## src/rtl/program_loader.sv

```systemverilog
// program_loader
//   Write-side loader for the program memory. Accepts a byte stream over a
//   valid/ready handshake, assembles bytes MSB-first into m-bit words and
//   writes them to consecutive addresses starting at 0, then pulses done.
//
//   Optional feature (macro PROGRAM_LOADER_CHECKSUM_EN): after the last word
//   one more byte is accepted and compared with the XOR of all data bytes;
//   a difference sets error.
//
// Ports:
//   clk         system clock, rising edge
//   clr_n       synchronous active-low reset
//   start       one-cycle load request, only honoured when idle
//   word_count  number of words to load (legal 1..2**n), sampled with start
//   in_data     incoming byte
//   in_valid    in_data is valid
//   in_ready    loader accepts a byte this cycle
//   mem_we      program memory write strobe, one cycle per word
//   mem_addr    program memory write address
//   mem_data    program memory write data
//   busy        high whenever the loader is not idle
//   done        one-cycle pulse at the end of a load
//   error       sticky error flag, cleared by reset or the next start
module program_loader #(
   parameter int unsigned n = 4,
   parameter int unsigned m = 16
) (
   input  logic         clk,
   input  logic         clr_n,
   input  logic         start,
   input  logic [n:0]   word_count,
   input  logic [7:0]   in_data,
   input  logic         in_valid,
   output logic         in_ready,
   output logic         mem_we,
   output logic [n-1:0] mem_addr,
   output logic [m-1:0] mem_data,
   output logic         busy,
   output logic         done,
   output logic         error
);

   localparam int unsigned B    = m / 8;
   localparam int unsigned CntW = $clog2(B + 1);
   // Largest legal word_count, 2**n.
   localparam logic [n:0]  MaxCount = {1'b1, {n{1'b0}}};

   typedef enum logic [2:0] {
      StIdle  = 3'd0,
      StRecv  = 3'd1,
      StWrite = 3'd2,
`ifdef PROGRAM_LOADER_CHECKSUM_EN
      StCheck = 3'd3,
`endif
      StDone  = 3'd4
   } state_e;

   state_e            state_q, state_d;
   logic [n:0]        count_q, count_d;
   logic [n-1:0]      addr_q, addr_d;
   logic [m-1:0]      data_q, data_d;
   logic [m-1:0]      shift_q, shift_d;
   logic [CntW-1:0]   byte_cnt_q, byte_cnt_d;
   logic              error_q, error_d;
`ifdef PROGRAM_LOADER_CHECKSUM_EN
   logic [7:0]        csum_q, csum_d;
`endif

   logic [m-1:0]      shifted;
   logic              last_word;

   // Shift the new byte in at the LSB end; the oldest byte falls off the top.
   assign shifted   = m'({shift_q, in_data});
   assign last_word = ({1'b0, addr_q} + (n+1)'(1)) == count_q;

   assign mem_addr = addr_q;
   assign mem_data = data_q;
   assign error    = error_q;

   always_comb begin
      state_d    = state_q;
      count_d    = count_q;
      addr_d     = addr_q;
      data_d     = data_q;
      shift_d    = shift_q;
      byte_cnt_d = byte_cnt_q;
      error_d    = error_q;
`ifdef PROGRAM_LOADER_CHECKSUM_EN
      csum_d     = csum_q;
`endif
      in_ready   = 1'b0;
      mem_we     = 1'b0;
      busy       = 1'b1;
      done       = 1'b0;

      unique case (state_q)
         StIdle: begin
            busy = 1'b0;
            if (start) begin
               if (word_count != '0 && word_count <= MaxCount) begin
                  count_d    = word_count;
                  error_d    = 1'b0;
                  addr_d     = '0;
                  byte_cnt_d = '0;
                  shift_d    = '0;
`ifdef PROGRAM_LOADER_CHECKSUM_EN
                  csum_d     = '0;
`endif
                  state_d    = StRecv;
               end else begin
                  error_d = 1'b1;
                  state_d = StDone;
               end
            end
         end

         StRecv: begin
            in_ready = 1'b1;
            if (in_valid) begin
               shift_d = shifted;
`ifdef PROGRAM_LOADER_CHECKSUM_EN
               csum_d  = csum_q ^ in_data;
`endif
               if (byte_cnt_q == CntW'(B - 1)) begin
                  data_d     = shifted;
                  byte_cnt_d = CntW'(B);
                  state_d    = StWrite;
               end else begin
                  byte_cnt_d = byte_cnt_q + CntW'(1);
               end
            end
         end

         StWrite: begin
            mem_we = 1'b1;
            if (last_word) begin
`ifdef PROGRAM_LOADER_CHECKSUM_EN
               state_d = StCheck;
`else
               state_d = StDone;
`endif
            end else begin
               addr_d     = addr_q + n'(1);
               byte_cnt_d = '0;
               state_d    = StRecv;
            end
         end

`ifdef PROGRAM_LOADER_CHECKSUM_EN
         StCheck: begin
            in_ready = 1'b1;
            if (in_valid) begin
               if (in_data != csum_q) begin
                  error_d = 1'b1;
               end
               state_d = StDone;
            end
         end
`endif

         StDone: begin
            done    = 1'b1;
            state_d = StIdle;
         end

         default: begin
            state_d = StIdle;
         end
      endcase
   end

   always_ff @(posedge clk) begin
      if (!clr_n) begin
         state_q    <= StIdle;
         count_q    <= '0;
         addr_q     <= '0;
         data_q     <= '0;
         shift_q    <= '0;
         byte_cnt_q <= '0;
         error_q    <= 1'b0;
`ifdef PROGRAM_LOADER_CHECKSUM_EN
         csum_q     <= '0;
`endif
      end else begin
         state_q    <= state_d;
         count_q    <= count_d;
         addr_q     <= addr_d;
         data_q     <= data_d;
         shift_q    <= shift_d;
         byte_cnt_q <= byte_cnt_d;
         error_q    <= error_d;
`ifdef PROGRAM_LOADER_CHECKSUM_EN
         csum_q     <= csum_d;
`endif
      end
   end

endmodule

```

## config.mk

```make
export PLATFORM = sky130hd
export DESIGN_NAME = program_loader
export DESIGN_NICKNAME = d
export VERILOG_FILES = /design/src/rtl/program_loader.sv
export SDC_FILE = /design/constraint.sdc
export NUM_CORES = 1
export LEC_CHECK = 0
export CORE_UTILIZATION = 52
export CTS_CLUSTER_DIAMETER = 100
export CTS_CLUSTER_SIZE = 20
export DETAILED_ROUTE_END_ITERATION = 16
export GPL_TIMING_DRIVEN = 0
export MAX_ROUTING_LAYER = met4
export PLACE_DENSITY = 0.83
export SYNTH_ARGS = -nofsm -noshare
export SYNTH_HDL_FRONTEND = slang
export SYNTH_SLANG_ARGS = --single-unit
```

## constraint.sdc

```tcl
create_clock -name clk -period 4 [get_ports clk]
set_input_delay 1 -clock clk [delete_from_list [all_inputs] [get_ports clk]]
set_output_delay 1 -clock clk [all_outputs]
set_load 0.01 [all_outputs]
```

==> out/metrics.cfg <==
[clock_network]
cts-root-buf=clkbuf_4
holdBufCountCts=0
h-tree-depth=2
worstSkewPairLatency_ns=0.35
postCtsSetupBuffers=0
path_clk_slew_ns=0.12
numCtsBuffers=5
clock_sinks=39
clock_path_buffers=2
cts_tree=yes
cts_resized=0

[final_layout]
area_growth_pct=30.91
insertedDiodeCount=0
most-common-layout-cells=nand2_1 (47), clkdlybuf4s50_1 (40), dfxtp_1 (39)
postLayoutCellArea_um2=2295
layout_commonest_cell=nand2_1
drive_above_1_share_pct=9.486
fin_nets=271

[drt]
detail-route-antenna-nets=0
drc=0
via_count=1586
wirelength_um=3794
drtIter0Drc=46
drtPass1Iterations=4
via_per_inst=5.340
post_drt_wl_per_cell_um=12.77

[synth]
synth-edff-count=0
synthArstFlopShare_pct=0
synth_cell_types=44
synth-main-ff-cell=dfxtp_1
syn_area_um2=1753
synth_seq_cells=39
yosysSeqAreaShare_pct=44.54
synth_area_per_cell_um2=8.551
synthCells=205
ys_warn_count=0
synth_nets=224

[pwr]
clkPwrFrac_pct=36.5
p_total_w=0.0007670
leakage_nw=0.8240
swShare_pct=23.57
seq_power_share_pct=52.3
vdd_drop_max_mv=0.3058
power.density_nw_per_um2=334.3
comb_power_share_pct=11.3
internal_power_w=0.0005863
switching_power_w=0.0001808

[floorplan]
die_w_um=60.06
coreArea_um2=3128
pin_count=42
start_util_pct=56.04
num_rows=20
dieArea_um2=3607
fp.dieH_um=60.06

[sta]
whs_ns=0.4585
setup_slack_ns=1.108
tightest_slew_ns=0.5995
rsz0062_at_grt=no
period_needed_ns=2.892
fmax_mhz=345.8
finalSetupTns_ns=0
finClkSkew_ns=0.006005
slew_violations=0
hold_viol=0
finalCritPeriodShare_pct=72.31
max_slew_margin_pct=59.67
setup_viol=0

[worst_hold_path]
min_to=mem_data[9]$_SDFFE_PN0P_
hold_depth=2
min-delay-start=shift_q[1]$_SDFFE_PN0P_
hold_path_class=flip-flop to flip-flop

[grt]
first_global_vias=1358
grt.overflow.total=0
grt_usage_pct=23.48
grt_pass1_wl_um=6037
grt_max_degree=13
antenna_found_initial=0

[setup_path]
cp_slowest_stage_delay_ns=0.48
path_max_fanout=10
worstSetupEndpointType=primary output
path_class=flip-flop to primary output
crit_chain=clkbuf_1 > nor3_1 > inv_1 > clkdlybuf4s50_1
crit_required_ns=3.00
worstSetupPathDepth=4
worst-path-buf-inv=3
r2r-start=mem_addr[0]$_SDFFE_PN0P_
rrSetupSlack_ns=1.86
worstPathArrival_ns=1.89
reg2reg_to=mem_addr[0]$_SDFFE_PN0P_
critical-path-top-delay-family=buffers and inverters
r2r_cells=6
start_kind=flip-flop
critPathSlowestCell=clkdlybuf4s50_1

[flow_run]
maxCapViolCount=0

[placement]
hpwlAfterDp_um=2789
post-place-ws_ns=1.008
io_buffers=40
place_area_um2=2208
place_congestion=0.8182

[status]
outcome=finished clean

-- kinds of logic (layout without fill, tap and decap cells) --
| group | Yosys count | after routing | share of synthesized area [%] |
|---|---|---|---|
| DFF | 39 | 39 | 44.54 |
| buffers and inverters | 18 | 66 | 4.710 |
| muxes | 8 | 8 | 4.640 |
| AOI/OAI and AO/OA | 41 | 41 | 16.77 |
| and+or+nand+nor | 92 | 92 | 25.41 |
| adders and majority gates | 2 | 2 | 1.427 |
| xor gates and xnor gates | 5 | 5 | 2.499 |
-- cell type report --
| type | count | area (um2) |
|---|---|---|
| well taps | 44 | 55.05 |
| fillers | 268 | 833.3 |
| flip-flops and latches | 39 | 780.7 |
| plain buffers | 13 | 63.81 |
| clock buffers | 6 | 51.30 |
| multi-input cells | 148 | 889.6 |
| inverters | 5 | 18.77 |
| clock inverters | 2 | 35.03 |
| repair buffers | 40 | 400.4 |
-- flip-flops by register name, indices dropped and copies added (netlist names) --
name and count:
byte_cnt_q 2, count_q 5, error 1, mem_addr 4
mem_data 16, shift_q 8, state_q 3
-- power groups by stage --
stage	Sequential [W]	Clock, W	Combinational, W
6_report	0.000401	0.000280	0.0000865
5_1_grt	0.000402	0.000298	0.0000942
4_1_cts	0.000401	0.000279	0.0000862
3_5_place_dp	0.000410	0	0.0000859
3_3_place_gp	0.000410	0	0.0000851
2_1_floorplan	0.000409	0	0.0000498
-- worst reg2reg max path, stage by stage (launching register included) --
cell	delay, ns
dfxtp_1	0.37
ha_1	0.30
nand2b_1	0.17
a311o_1	0.38
a211oi_4	0.45
nor2_2	0.10
mux2_2	0.27
-- Yosys cell counts (all sizes together), types with 2 or more instances --
master	instances	area [um2]
nand2	47	176.4
dfxtp	39	780.8
a21oi	27	135.1
nand3	11	55.05
nor2	8	32.54
clkbuf	7	27.52
mux2i	7	70.07
buf	6	36.28
inv	5	18.77
nor3b	5	42.54
nor3	4	20.02
and3	3	18.77
nand2b	3	18.77
xnor2	3	26.28
a2111oi	2	36.29
a21boi	2	15.02
ha	2	25.02
nor2b	2	12.51
nor4	2	18.77
or4	2	15.01
xor2	2	17.52
-- layer usage --
metal	routed length, um	vias to the layer above	GRT usage (%)
li1	-	805	-
met1	1881	731	32.25
met2	1706	42	34.29
met3	152	8	4.545
met4	55	0	8.306
met5	0	-	-
-- how the worst max path moves through the flow --
| stage | end | start |
|---|---|---|
| 6_report | busy | state_q[1]$_SDFFE_PN0P_ |
| 5_1_grt | busy | state_q[1]$_SDFFE_PN0P_ |
| 3_3_place_gp | count_q[3]$_SDFFE_PN0P_ | word_count[0] |
| 3_5_place_dp | mem_addr[0]$_SDFFE_PN0P_ | word_count[0] |
| 4_1_cts | busy | state_q[1]$_SDFFE_PN0P_ |
| 2_1_floorplan | byte_cnt_q[0]$_SDFFE_PN0P_ | word_count[0] |
-- through the flow --
stage / cells / utilization (%)
2_1_floorplan: 205 / -
3_3_place_gp: 289 / 70.60
3_5_place_dp: 289 / 70.60
6_report: 297 / 73.36
4_1_cts: 297 / 73.36
5_1_grt: 297 / 73.36
Note: power is estimated with default switching activity, not from simulation.
